==> src/rtl/tlu_ctrl_pkg.sv <==
// Shared types for the trade order controller.
// State encoding and order-side constants.
package tlu_ctrl_pkg;

    typedef enum logic [1:0] {
        IDLE,
        ISSUE,
        COOLDOWN,
        HALT
    } ord_state_t;

    localparam logic SIDE_BUY  = 1'b1;
    localparam logic SIDE_SELL = 1'b0;

endpackage

==> src/rtl/ord_timer.sv <==
// Loadable down-counter with a zero flag.
// Shared by the cooldown and the optional issue timeout.
module ord_timer #(
    parameter int W = 4
) (
    input  logic         clk,
    input  logic         rst,
    input  logic         load,
    input  logic [W-1:0] load_val,
    input  logic         dec,
    output logic         zero
);

    logic [W-1:0] count;

    always_ff @(posedge clk or negedge rst) begin
        if (!rst) begin
            count <= '0;
        end else if (load) begin
            count <= load_val;
        end else if (dec && count != '0) begin
            count <= count - 1'b1;
        end
    end

    assign zero = (count == '0);

endmodule

==> src/rtl/trade_order_ctrl.sv <==
// Turns TLU buy/sell decisions into gateway orders with position limit,
// cooldown and kill-switch. Optional issue timeout: ORD_TIMEOUT_EN.
module trade_order_ctrl
    import tlu_ctrl_pkg::*;
#(
    parameter int data_width   = 8,
    parameter int POS_W        = 8,
    parameter int ORD_QTY      = 1,
    parameter int MAX_POS      = 16,
    parameter int COOLDOWN_CYC = 4,
    parameter int TIMEOUT_CYC  = 32
) (
    input  logic                    clk,
    input  logic                    rst,
    input  logic                    sig_valid,
    input  logic                    buy_signal,
    input  logic                    sell_signal,
    input  logic [data_width-1:0]   price,
    input  logic                    halt,
    output logic                    ord_valid,
    input  logic                    ord_ready,
    output logic                    ord_side,
    output logic [data_width-1:0]   ord_price,
    output logic [POS_W-1:0]        ord_qty,
    output logic signed [POS_W-1:0] position,
    output logic                    busy,
    output logic                    reject,
    output logic                    drop,
    output logic                    timeout
);

    localparam int MAXC = (COOLDOWN_CYC > TIMEOUT_CYC) ?
                          COOLDOWN_CYC : TIMEOUT_CYC;
    localparam int TW = $clog2(MAXC) + 1;
    localparam int CD_INT = (COOLDOWN_CYC > 0) ? COOLDOWN_CYC - 1 : 0;
    localparam logic [TW-1:0] CD_LOAD = TW'(CD_INT);
`ifdef ORD_TIMEOUT_EN
    localparam logic [TW-1:0] TO_LOAD = TW'(TIMEOUT_CYC - 1);
`endif

    // Limit arithmetic is one bit wider so the check itself cannot wrap.
    localparam logic signed [POS_W:0]   QTY_X = (POS_W+1)'(ORD_QTY);
    localparam logic signed [POS_W:0]   MAX_X = (POS_W+1)'(MAX_POS);
    localparam logic signed [POS_W-1:0] QTY_P = POS_W'(ORD_QTY);

    ord_state_t state;

    logic signed [POS_W:0] pos_x;
    logic buy_only;
    logic sell_only;
    logic over_long;
    logic over_short;
    logic accept;
    logic hs;

    logic          tmr_load;
    logic          tmr_dec;
    logic [TW-1:0] tmr_val;
    logic          tmr_zero;

    assign pos_x      = {position[POS_W-1], position};
    assign buy_only   = buy_signal & ~sell_signal;
    assign sell_only  = sell_signal & ~buy_signal;
    assign over_long  = (pos_x + QTY_X) > MAX_X;
    assign over_short = (pos_x - QTY_X) < -MAX_X;
    assign accept     = sig_valid &
                        ((buy_only & ~over_long) |
                         (sell_only & ~over_short));
    assign hs         = ord_valid & ord_ready;
    assign ord_qty    = QTY_P;

    ord_timer #(
        .W(TW)
    ) u_timer (
        .clk      (clk),
        .rst      (rst),
        .load     (tmr_load),
        .load_val (tmr_val),
        .dec      (tmr_dec),
        .zero     (tmr_zero)
    );

    always_comb begin
        tmr_load = 1'b0;
        tmr_val  = CD_LOAD;
        tmr_dec  = 1'b0;
        if (!halt) begin
            unique case (state)
                IDLE: begin
`ifdef ORD_TIMEOUT_EN
                    if (accept) begin
                        tmr_load = 1'b1;
                        tmr_val  = TO_LOAD;
                    end
`endif
                end
                ISSUE: begin
                    if (hs) begin
                        tmr_load = 1'b1;
                    end
`ifdef ORD_TIMEOUT_EN
                    else if (tmr_zero) begin
                        tmr_load = 1'b1;
                    end else begin
                        tmr_dec = 1'b1;
                    end
`endif
                end
                COOLDOWN: tmr_dec = 1'b1;
                HALT: ;
            endcase
        end
    end

    always_ff @(posedge clk or negedge rst) begin
        if (!rst) begin
            state     <= IDLE;
            ord_valid <= 1'b0;
            ord_side  <= 1'b0;
            ord_price <= '0;
            position  <= '0;
            busy      <= 1'b0;
            reject    <= 1'b0;
            drop      <= 1'b0;
            timeout   <= 1'b0;
        end else begin
            reject  <= 1'b0;
            drop    <= 1'b0;
            timeout <= 1'b0;
            if (sig_valid && state != IDLE) begin
                drop <= 1'b1;
            end
            if (halt) begin
                state     <= HALT;
                ord_valid <= 1'b0;
                busy      <= 1'b1;
            end else begin
                unique case (state)
                    IDLE: begin
                        if (accept) begin
                            state     <= ISSUE;
                            ord_valid <= 1'b1;
                            ord_side  <= buy_only ? SIDE_BUY : SIDE_SELL;
                            ord_price <= price;
                            busy      <= 1'b1;
                        end else if (sig_valid && (buy_only || sell_only)) begin
                            reject <= 1'b1;
                        end
                    end
                    ISSUE: begin
                        if (hs) begin
                            position  <= (ord_side == SIDE_BUY) ?
                                         position + QTY_P :
                                         position - QTY_P;
                            ord_valid <= 1'b0;
                            state     <= (COOLDOWN_CYC == 0) ? IDLE : COOLDOWN;
                            busy      <= (COOLDOWN_CYC != 0);
                        end
`ifdef ORD_TIMEOUT_EN
                        else if (tmr_zero) begin
                            ord_valid <= 1'b0;
                            timeout   <= 1'b1;
                            state     <= (COOLDOWN_CYC == 0) ? IDLE : COOLDOWN;
                            busy      <= (COOLDOWN_CYC != 0);
                        end
`endif
                    end
                    COOLDOWN: begin
                        if (tmr_zero) begin
                            state <= IDLE;
                            busy  <= 1'b0;
                        end
                    end
                    HALT: begin
                        state <= IDLE;
                        busy  <= 1'b0;
                    end
                endcase
            end
        end
    end

endmodule

==> config.mk <==
export PLATFORM = sky130hd
export DESIGN_NAME = trade_order_ctrl
export DESIGN_NICKNAME = d
export VERILOG_FILES = /design/src/rtl/tlu_ctrl_pkg.sv /design/src/rtl/ord_timer.sv /design/src/rtl/trade_order_ctrl.sv
export SDC_FILE = /design/constraint.sdc
export NUM_CORES = 1
export LEC_CHECK = 0
export CAP_MARGIN = 20
export CORE_MARGIN = 4
export CORE_UTILIZATION = 44
export DETAILED_ROUTE_END_ITERATION = 16
export PLACE_DENSITY = 0.78
export SYNTH_ARGS = -nofsm -noshare
export SYNTH_HDL_FRONTEND = slang
export SYNTH_HIERARCHICAL = 1
export SYNTH_SLANG_ARGS = --single-unit
==> constraint.sdc <==
create_clock -name clk -period 1.88 [get_ports clk]
set_input_delay 0.376 -clock clk [delete_from_list [all_inputs] [get_ports clk]]
set_output_delay 0.376 -clock clk [all_outputs]
set_load 0.02 [all_outputs]
Word level (Yosys, flattened, before mapping)
Cells that the tools add are included.
{ "word_totals": {"regBits": 29, "in_bits": 15, "out_inout_bits": 30, "wordCells": 75} }
{ "classes": {"n_addsub": 5, "n_lt_le_gt_ge": 2, "n_eq_ne": 6, "muxes": 27, "bitwise": 12, "n_reduce_logical": 14} }
{ "ops": {"columns": ["cell", "n"], "rows": [
  ["$mux W1", 17],
  ["$mux W6", 2],
  ["$reduce_and A3 Y1", 4],
  ["$add A8 B2 Y9 const B", 1],
  ["$gt A9 B6 Y1 const B", 1],
  ["$lt A9 B5 Y1 const B", 1],
  ["$ne A3 B3 Y1 const B", 3],
  ["$sub A8 B2 Y9 const B", 1],
  ["$add A8 B2 Y8 const B", 1],
  ["$mux W2", 4],
  ["$mux W8", 1],
  ["$pmux W2 S4", 1],
  ["$sub A8 B2 Y8 const B", 1],
  ["$and A1 B1 Y1", 6],
  ["$logic_not A6 Y1", 1],
  ["$reduce_bool A6 Y1", 1],
  ["$sub A6 B1 Y6 const B", 1],
  ["$not A1 Y1", 5],
  ["$eq A2 B2 Y1 const B", 2],
  ["$pmux W1 S4", 1],
  ["$reduce_bool A2 Y1", 2],
  ["$logic_and A1 B1 Y1", 3],
  ["$reduce_bool A3 Y1", 1],
  ["$eq A2 B1 Y1 const B", 1],
  ["other kinds (4)", 4]
]} }

Logic depth before layout (Yosys ltp)
Gate-level depths: netlist of the first run.
{ "depth": {"word_depth": 9, "ltp_mapped": 8, "depth_no_buf": 8} }

Cells and area by module
The synthesis of the first run kept the hierarchy.
{ "modules_own_cells": {"columns": ["mod", "n_inst", "cells_each", "area_per_inst_um2", "seq_area_each_um2"], "rows": [
  ["trade_order_ctrl", 1, 130, 1322.5, 575.6],
  ["ord_timer", 1, 44, 395.4, 150.1]
]} }

Worst setup path after synthesis of the first run
No wires, ideal clock.
{ "synth_path": {"path_type": "register to register", "from": "register ord_side", "to": "register position[7]", "arrival_ns": 1.956, "t_required_ns": 1.800, "setup_slack_ns": -0.156, "stages_incl_launch_ff": 8, "path_buffers": 0, "synth_period_minus_slack_ns": 2.036, "cell_sequence": "dfrtp_1 inv_1 ha_1 or2_2 a21o_1 a21o_1 a21oi_1 xor2_1"} }
{ "synth_between": {"elab_chain_cells": 1} }
{ "synth_rtl": {"columns": ["item", "line_no", "source"], "rows": [
  ["from (decl)", "trade_order_ctrl.sv:22", "output logic ord_side,"],
  ["from (signal assigned)", "trade_order_ctrl.sv:143", "ord_side <= buy_only ? SIDE_BUY : SIDE_SELL;"],
  ["$mux W8", "trade_order_ctrl.sv:152", "position <= (ord_side == SIDE_BUY) ?"],
  ["to (signal assigned)", "trade_order_ctrl.sv:152", null],
  ["to (decl)", "trade_order_ctrl.sv:25", "output logic signed [POS_W-1:0] position,"]
]} }
Every way passes these cells.
A chain may end at the register's enable or synchronous reset.

Worst setup path in the final report of the first run
{ "layout_path": {"from": "register position[5]", "to": "output position[5]"} }
No word-level cell between the ends.

==> metrics.yaml, run 1 <==
outcome: "completed"
gp_congestion: 0.811
setup_viol_count_final: 0
cp-end-kind: "output port"
place_area_um2: 2270
cts_buffers: 5
grt_pass1_wl_um: 6690
start_kind: "register"
rsz0062_at_grt: "yes"
synthArstFlopShare_pct: 100
first_pass_iters: 4
synth.top_cells.by_count: "dfrtp_1, nand2_1, ha_1, inv_1"
grt_pass1_vias: 1404
finalCritPeriodShare_pct: 99.3
post_drt_wl_per_cell_um: 14.6
switching_share_pct: 34.7
drv_slew: 0
core_area_um2: 3720
p_comb_share_pct: 43.4
grt-ovfl-total: 0
cts_sinks: 29
stdcell_count: 291
htreeDepth: 2
p_int_mw: 1.81
row_count: 22
synth_top_area_share_pct: 42.2
clk_pin_slew_ps: 60
antenna_found_initial: 0
synth-seq-cells: 29
required_ps: 1500
port_buffers: 35
synthMuxAreaShare_pct: 5.90
synth_flop_cell: "dfrtp_1"
synth_top_family_by_area: "simple AND/OR/NAND/NOR gates"
ir_worst_vdd_mv: 0.535
vias_per_cell: 5.10
p_sw_uw: 961
syn2layout_area_growth_pct: 46.9
nFillCells: 279
synth.most_common_cell: "dfrtp_1"
yosysTopAreaCell: "dfrtp_1"
cpMaxStageDelayCell: "clkdlybuf4s50_1"
die_height_um: 70.5
power.density_nw_per_um2: 1100
n_antenna_cell: 0
ys_types: 45
synthAdderAreaFrac_pct: 8.45
hp-class: "input pin to asynchronous set/reset pin"
skew_ps: 6.05
synthCells: 174
path_max_fanout: 4
wl_um: 4260
yosys_warnings: 6
fmax_ghz: 0.536
synthesis.area_um2: 1720
cap_viol_max_count: 0
start_util_pct: 46.2
seq_area_frac_synth_pct: 42.2
pin_count: 45
drt-initial-drc-count: 76
cts_tree: "done"
clock_path_buffers: 2
place_inst: 280
critPathMaxStageDelay_ps: 600
grt_start_max_net_pins: 30
cts_root_buf: "clkbuf_8"
synth_edf_count: 0
final_net_count: 268
route.detailed.drc: 0
dp_hpwl_um: 2900
drive_gt1_share_pct: 26.3
cp_cell_sequence: "buf_4 > clkdlybuf4s50_1"
dp_worst_setup_slack_ps: -464
clkPwrFrac_pct: 24.1
postRouteAntennaNets: 0
grt_usage_pct: 17.1
fin_area_um2: 2520
critPathArrivalTime_ps: 1490
yosys-top-cells-area: "dfrtp_1, ha_1, mux2_2, buf_4, nand2_1"
die_w_um: 70.5
layout_setup_ws_ps: 13.7
leakage_nw: 1.15
fin_crit_ps: 1870
dieArea_um2: 4970
synthSimpleGateAreaFrac_pct: 19.0
pwr-share-seq_pct: 32.5
synth_xor_area_share_pct: 3.06
final_hold_viol_count: 0
critPathKind: "register to output port"
postSynthAreaPerCell_um2: 9.87
synth_compound_area_share_pct: 13.8
clk_latency_ps: 280
vias: 1483
## layer usage
layer  vias to the layer above  GRT usage (%)  share of wire, %
met1                       711           22.0                44
met2                        21           26.9                52
met4                         0           7.23               1.9
met3                         6           4.75               2.7
met5                         -              0                 0
li1                        745              -                 -
## cell usage in the layout, fill, tap and decap left out, types with 2 or more instances in the layout
master,n
clkdlybuf4s50_1,33
dfrtp_1,26
buf_4,24
nand2_1,15
conb_1,15
nor2_1,9
mux2_2,9
inv_1,8
ha_1,8
nand3_1,6
o21ai_0,6
clkbuf_8,6
nor3_1,4
a21o_1,4
nor4_4,3
nand2b_1,3
a21oi_2,3
xor2_1,3
a31oi_1,3
or3_1,3
a21oi_1,3
o211ai_1,3
xnor2_1,3
dfrtp_2,3
or4_1,3
nor2b_1,2
ha_4,2
o2111ai_1,2
o31ai_1,2
or3b_1,2
## layout make-up
cell class,instances,area (µm²),share of cell area (%)
clock buffer,7,86.3,3.42
clock inverter,1,30.0,1.19
inverter,10,42.5,1.69
multi-input combinational,136,1030,40.9
sequential,29,729,28.9
tap,48,60.1,2.38
timing repair buffer,60,543,21.5
## sequential cells by signal (all words and copies together) (netlist names)
register,flops
position,8
ord_valid,1
ord_price,8
ord_side,1
state,2
u_timer/count,6
reject,1
busy,1
drop,1
## power by group through the flow
stage / Sequential [mW] / Combinational, mW / Clock, mW
after global placement: 0.894 / 1.08 / 0
after floorplan: 0.994 / 0.577 / 0
after CTS: 0.889 / 1.12 / 0.688
after detailed placement: 0.898 / 1.10 / 0
final: 0.900 / 1.20 / 0.668
after global routing: 0.921 / 1.33 / 0.712
## what timing repair did
action | in CTS | in global routing
pin swaps | 1 | 5
resized for setup | 4 | 20
cloned | 1 | 0
buffers inserted | 0 | 2
hold buffers | 0 | 0
setup endpoints to repair | 14 | 12
## metrics by stage
step | TNS, ps | util (%) | hold WS [ps] | power [mW]
final | 0 | 67.9 | 477 | 2.77
after CTS | -256 | 64.8 | 488 | 2.69
after detailed placement | -7500 | 61.0 | 496 | 2.00
after global placement | -6210 | 61.0 | 491 | 1.97
after global routing | -252 | 67.9 | 510 | 2.96
after floorplan | 0 | - | 80.4 | 1.57
## worst max-delay path: cells and delay by family (launching register included)
family | cells | cell delay, ps
flops | 1 | 460
buf+inv | 2 | 760
## final timing paths
| check | cells after the start | to | slack (ps) | from |
|---|---|---|---|---|
| worst max-delay path | 2 | position[5] | 10 | position[5] |
| worst min-delay path | 2 | position[6] | 480 | rst |
| worst max register to register | 8 | position[6] | 20 | ord_side |
| worst min register to register | 1 | ord_price[5] | 510 | ord_price[5] |
| max in group asynchronous | 2 | ord_side | 1100 | rst |
| min in group clk | 1 | ord_price[5] | 510 | ord_price[5] |
## cell families after synthesis
kind of cell | count (synthesis)
DFF | 29
muxes | 9
buffers and inverters | 23
adders and majority gates | 11
AOI/OAI and AO/OA | 35
xor gates and xnor gates | 6
other | 2
and+or+nand+nor | 59
Power figures use the tool's default switching activity.
==> inputs of run 2 (changes only) <==
Settings changed: PLACE_DENSITY 0.78 to 0.76, SKIP_CTS_REPAIR_TIMING set to 1.
==> run 2 against run 1 <==
- die area is the same
- sequential power shrank 0.8%
- register-to-register slack gained 30 ps
- combinational power is essentially flat
- count of clock-buffer cells in the layout is the same
- sequential cell count is the same
- non-clock buffer count grew 2
- highest routed layer unchanged
==> metrics.yaml, run 2 (synthesis results as in run 1) <==
setup_viol_count_final: 0
power.density_nw_per_um2: 1100
critPathArrivalTime_ps: 2000
finalCritPeriodShare_pct: 97.5
fin_crit_ps: 1830
outcome: "completed"
start_kind: "input pin"
cap_viol_max_count: 0
vias_per_cell: 5.14
tns_ps: 0
die_w_um: 70.5
cpMaxStageDelayCell: "clkdlybuf4s50_1"
row_count: 22
n_antenna_cell: 0
port_buffers: 35
place_inst: 281
start_util_pct: 46.2
clk_latency_ps: 280
leakage_nw: 1.17
grt-ovfl-total: 0
top_regs: "ord_price x8, position x8, u_timer/count x6"
clk_pin_slew_ps: 70
route.detailed.drc: 0
final_hold_viol_count: 0
dieArea_um2: 4970
hp-class: "input pin to asynchronous set/reset pin"
nFillCells: 299
layout_commonest_cell: "clkdlybuf4s50_1"
crit_buf_inv: 3
core_area_um2: 3720
grt_pass1_vias: 1476
final_cell_mix: "clkdlybuf4s50_1, dfrtp_1, buf_4"
cts_sinks: 29
cp-end-kind: "register"
fin_util_pct: 66.7
stdcell_count: 293
antenna_found_initial: 0
multi_input_area_um2: 977
drt-initial-drc-count: 79
drive_gt1_share_pct: 23.7
fmax_ghz: 0.545
post_drt_wl_per_cell_um: 14.0
rsz0062_at_grt: "yes"
required_ps: 2050
skew_ps: 6.54
grt_usage_pct: 16.7
vias: 1506
layout_setup_ws_ps: 46.5
first_pass_iters: 4
cp_cell_sequence: "clkdlybuf4s50_1 > inv_1 > ha_2 > a21oi_2 > nor4_4 > buf_4 > mux2_2"
cts_buffers: 5
dp_hpwl_um: 2860
htreeDepth: 2
r2r_start: "position[0]"
ir_worst_vdd_mv: 0.541
wl_um: 4100
gp_congestion: 0.756
cts_root_buf: "clkbuf_8"
dp_worst_setup_slack_ps: -437
die_height_um: 70.5
grt_start_max_net_pins: 30
cp_top_family: "buffers and inverters"
critPathKind: "input pin to register"
postRouteAntennaNets: 0
drv_slew: 0
startpoint: "buy_signal"
clock_path_buffers: 2
critPathMaxStageDelay_ps: 440
seqCellArea_um2: 727
syn2layout_area_growth_pct: 44.3
whs_ps: 477
grt_pass1_wl_um: 6570
final_net_count: 270
pin_count: 45
path_max_fanout: 5
cts_tree: "done"
## run 2: cell types whose count changed in the layout (fill, tap and decap cells not counted), moves of 2 or more
cell / previous run / this run
dfrtp_1: 26 / 28
dfrtp_2: 3 / 1
ha_4: 2 / 0
buf_4: 24 / 27
## run 2: per-layer routing
layer | global-route usage (%) | share of wire, %
met2 | 28.2 | 51
met1 | 20.1 | 43
met5 | 0 | 0
met4 | 7.66 | 3.1
met3 | 3.88 | 3.1
## run 2: per-stage QoR
| stage | total power, mW | cell area [µm²] |
|---|---|---|
| floorplan | 1.57 | 1770 |
| global placement | 1.98 | 2280 |
| detailed placement | 2.01 | 2280 |
| CTS | 2.69 | 2390 |
| global route | 2.92 | 2480 |
| finish | 2.74 | 2480 |
## run 2: worst paths after layout
path	cells after the start	slack, ps	end
worst max-delay path	7	50	ord_price[6]
worst min-delay path	2	480	u_timer/count[2]
worst max register to register	6	50	ord_price[6]
worst min register to register	1	510	ord_price[0]
max in group asynchronous	2	1100	ord_side
min in group clk	1	510	ord_price[0]
## run 2: power breakdown
group / total [mW] / internal [mW] / switching [mW]
clock network: 0.680 / 0.432 / 0.248
registers: 0.893 / 0.777 / 0.116
logic: 1.17 / 0.575 / 0.590
total: 2.74 / 1.78 / 0.953
## run 2: final cells by class
type                    instances  share of cell area (%)
multi-input cells             136                    39.4
flip-flops and latches         29                    29.3
repair buffers                 62                    22.5
clock buffers                   7                    3.48
well taps                      48                    2.42
inverters                      10                    1.62
clock inverters                 1                    1.21
==> inputs of run 3 (changes only) <==
Settings changed: ABC_AREA set to 0, CORE_MARGIN 4 to 3, RECOVER_POWER set to 100.
==> run 3 against run 2 <==
- clock skew down 0.68 ps
- final area down 1.2%
- routed wire length down 1.6%
- sequential cell count unchanged
- core utilization down 0.77 points
- final cell count unchanged
- total power down 6.9%
- maximum frequency down 0.44%
- first-iteration DRC count unchanged
- sequential share of layout area up 0.34 points
- count of clock-buffer cells in the layout down 2
- critical path type unchanged
- largest cell class unchanged
==> metrics.yaml, run 3 (synthesis results as in run 1) <==
drv_slew: 0
cts_buffers: 5
skew_ps: 5.87
postRouteAntennaNets: 0
pin_count: 45
wl_um: 4030
leakage_nw: 1.14
finalCritPeriodShare_pct: 98.0
dp_hpwl_um: 2970
dp_worst_setup_slack_ps: -458
grt_usage_pct: 17.6
core_area_um2: 3720
p_total_mw: 2.55
relSlewSlack_pct: 51.2
start_util_pct: 46.2
htreeDepth: 2
clk_latency_ps: 290
path_max_fanout: 5
nFillCells: 301
outcome: "completed"
cpMaxStageDelayCell: "clkdlybuf4s50_1"
clk_pin_slew_ps: 70
cts_sinks: 29
setup_viol_count_final: 0
route.detailed.drc: 0
cp_top_family: "buffers and inverters"
whs_endpoint: "ord_price[2]"
drive_gt1_share_pct: 25.3
fmax_ghz: 0.543
die_height_um: 68.5
clock_path_buffers: 2
cap_viol_max_count: 0
fin_util_pct: 65.9
ir_worst_vdd_mv: 0.534
vias: 1507
crit_buf_inv: 2
critPathMaxStageDelay_ps: 430
r2r-end: "position[7]"
grt_pass1_wl_um: 6050
drt-initial-drc-count: 79
r2r_setup_slack_ps: 50
fin_crit_ps: 1840
critPathKind: "input pin to register"
required_ps: 2050
power.density_nw_per_um2: 1040
final_hold_viol_count: 0
hold_start: "ord_price[2]"
gp_congestion: 0.809
port_buffers: 35
grt_pass1_vias: 1389
final_cell_mix: "dfrtp_1, clkdlybuf4s50_1, buf_4"
cts_root_buf: "clkbuf_8"
grt-ovfl-total: 0
dieArea_um2: 4690
tightest_slew_ps: 732
layout_commonest_cell: "dfrtp_1"
holdPathStages: 1
post_drt_wl_per_cell_um: 13.8
critPathArrivalTime_ps: 2020
die_w_um: 68.5
reg2reg_depth: 7
syn2layout_area_growth_pct: 42.6
n_antenna_cell: 0
cts_tree: "done"
antenna_found_initial: 0
hp-class: "register to register"
first_pass_iters: 4
cp-end-kind: "register"
top_regs: "ord_price x8, position x8, u_timer/count x6"
layout_setup_ws_ps: 38.4
vias_per_cell: 5.14
start_kind: "input pin"
rsz0062_at_grt: "yes"
grt_start_max_net_pins: 30
r2r_start: "ord_side"
cp_cell_sequence: "clkdlybuf4s50_1 > inv_1 > ha_2 > nor3_4 > nor4_4 > mux2_2"
row_count: 22
final_net_count: 270
[run 3: cell count changes in the layout (fill, tap and decap cells not counted), sizes merged, moves of 2 or more]
cell,previous run,this run
buf,27,24
clkbuf,7,9
clkdlybuf4s50,33,26
clkinv,0,2
dlygate4sd3,0,7
[run 3: worst max path at each step]
stage,from,to,slack (ps),depth (start not counted)
floorplan,ord_side,position[7],10,7
global placement,buy_signal,ord_side,-400,6
detailed placement,buy_signal,ord_side,-460,6
CTS,buy_signal,ord_side,-160,6
global route,buy_signal,ord_price[5],-30,6
finish,buy_signal,ord_price[5],40,6
[run 3: layer usage]
layer  track usage [%]  routed length, µm  up-vias
li1                  -                  -      746
met2              29.1               2110       29
met4              7.94                 47        0
met5                 0                  0        -
met1              21.1               1740      726
met3              4.60                135        6
[run 3: area by class of cell]
type / instances / area (µm²) / area share, %
multi-input cells: 136 / 990 / 40.4
well taps: 48 / 60.1 / 2.45
inverters: 10 / 40.0 / 1.63
flip-flops and latches: 29 / 727 / 29.7
clock inverters: 3 / 17.5 / 0.715
clock buffers: 5 / 68.8 / 2.81
repair buffers: 62 / 547 / 22.3
[run 3: worst register-to-register path, stage by stage (launching register included)]
cell,delay [ps]
dfrtp_2,420
inv_4,110
ha_1,250
or2_2,310
a21o_1,200
a21o_1,190
a21oi_2,140
xor2_1,140
[run 3: per-stage QoR]
step                instance area [µm²]  setup TNS [ps]  instances  hold slack [ps]
CTS                                2370           -1370        290              480
global placement                   2280           -6260        282              490
finish                             2450               0        293              503
global route                       2450            -102        293              524
detailed placement                 2280           -6920        282              499
floorplan                          1770               0        187             80.4
[run 3: power by group]
| group | total, mW | switching (mW) | internal, mW | leakage, nW |
|---|---|---|---|---|
| logic | 1.15 | 0.586 | 0.561 | 0.725 |
| clock network | 0.507 | 0.252 | 0.255 | 0.0439 |
| registers | 0.894 | 0.117 | 0.777 | 0.369 |
==> RTL change (settings of run 1) <==
Change the parameter `POS_W` from 8 to 12.
--- a/src/rtl/trade_order_ctrl.sv
+++ b/src/rtl/trade_order_ctrl.sv
@@ -5,5 +5,5 @@
 #(
     parameter int data_width   = 8,
-    parameter int POS_W        = 8,
+    parameter int POS_W        = 12,
     parameter int ORD_QTY      = 1,
     parameter int MAX_POS      = 16,
Interface: changed (resized ord_qty and position); port bits go from 45 to 53. No check against the original RTL was run, so the function may have changed too.
==> RTL change against run 1 <==
  * The flow now finishes with violations (setup timing)
  * Clock power shrank 19%
  * Total power up 16%
  * Global-route usage increased by 1.8 points
  * Largest power group unchanged
  * Design area increased by 32%
  * Die area is 22% higher
  * Critical path depth increased by 6
  * Wire length is 42% higher
  * Count of clock-buffer cells in the layout shrank 1
  * Via count rose by 42%
  * Synthesized area rose by 25%
  * Sequential cell count is 4 higher
  * Clock skew fell by 0.0016 ns
  * Critical endpoint is now position[10]
  * Setup slack got worse by 0.36 ns
==> RTL change: results (changes against run 1) <==
outcome=finished with violations (was finished clean); violated checks=setup timing; DRT Pass-1 Iters=5 (was 4); vias=2,110 (was 1,483); worst setup margin=-0.341 ns (was 0.0137 ns); Worst Skew=0.00442 ns (was 0.00605 ns); Critical Path Start=ord_side (was position[5]); final hold slack=0.490 ns (was 0.477 ns); wire per inst=14.9 um (was 14.6 um); nets@finish=368 (was 268); Static Leakage=1.55 nW (was 1.15 nW); GPL Wtd Cong=0.832 (was 0.811); share of layout cells above drive strength 1=35.1% (was 26.3%); Area after DPL=2950 um^2 (was 2270 um^2); first-pass GRT wire length=9220 um (was 6690 um); Worst-Skew Late Latency=0.30 ns (was 0.28 ns); Final setup viols=17 (was 0); port bufs=39 (was 35); power share of the combinational group=52.3% (was 43.4%); postcts setup bufs=9 (was 0); DP HPWL=3890 um (was 2900 um); register area share after synthesis=38.6% (was 42.2%); FMAX=450 MHz (was 536 MHz); DRT iter0 DRCs=85 (was 76); Internal Power=1.97 mW (was 1.81 mW); Worst Setup EP=position[10] (was position[5]); Switch Pwr=1.23 mW (was 961 uW); Synth area leaders=dfrtp_1 (39%), ha_1 (8.2%), mux2_2 (4.7%) (was dfrtp_1 (42%), ha_1 (7.3%), mux2_2 (5.9%)); number of global-route vias before repair=2,011 (was 1,404); GRT Total Usage=19.0% (was 17.1%); post-CTS sizing=18 (was 4); commonest cells in the netlist=dfrtp_1 (33), nand2_1 (24), nor2_1 (16) (was dfrtp_1 (29), nand2_1 (15), ha_1 (10), inv_1 (10)); Peak VDD IR=0.482 mV (was 0.535 mV); share of total power in the clock network=16.9% (was 24.1%); CP Data Arrival Time=2.41 ns (was 1.49 ns); largest net degree at the start of global routing=34 (was 30)
## RTL change: changes by cell type after synthesis, moves of 3 or more
| cell | delta |
|---|---|
| a21oi_1 | +3 |
| buf_4 | +4 |
| dfrtp_1 | +4 |
| ha_1 | +4 |
| nand2_1 | +9 |
| nand4_1 | +3 |
| nor2_1 | +7 |
| o21a_1 | +3 |
| o21ai_0 | +9 |
## RTL change: metal layers
metal	vias up	track usage [%]	wire length, um
met3	12	5.92	333
met1	1009	22.1	2480
met4	0	5.34	86
met5	-	0	0
met2	72	33.2	3150
li1	1017	-	-
## RTL change: worst max-delay path, cell delays in order (launching register included)
cell        delay (ns)
dfrtp_2           0.40
clkinvlp_4        0.14
buf_4             0.18
ha_4              0.24
o21a_1            0.22
a2111o_1          0.43
a31oi_2           0.22
xor2_1            0.20
o21ai_1           0.08
## RTL change: kinds of logic (layout without fill, tap and decap cells)
group | count (synthesis) | in the layout | share of synthesized area, %
fa+ha+maj | 15 | 15 | 9.12
flops | 33 | 33 | 38.6
buf+inv | 31 | 122 | 8.12
compound gates | 58 | 58 | 18.3
xor+xnor | 7 | 7 | 2.86
simple gates | 75 | 76 | 17.9
mux | 9 | 9 | 4.73
other cells | 2 | 19 | 0.351
## RTL change: through the flow
step,worst slack [ns],setup TNS [ns],cells
6_report,-0.341,-2.17,406
5_1_grt,-0.422,-3.71,406
4_1_cts,-0.291,-2.45,402
3_5_place_dp,-0.341,-5.09,384
3_3_place_gp,-0.283,-4.03,384
2_1_floorplan,-0.450,-2.12,247
## RTL change: layout make-up
type,count,area [um^2]
tap,67,83.8
inverter,12,48.8
multi-input combinational,184,1390
sequential,33,835
fill,339,1400
clock inverter,2,10.0
clock buffer,6,72.6
timing repair buffer,102,885
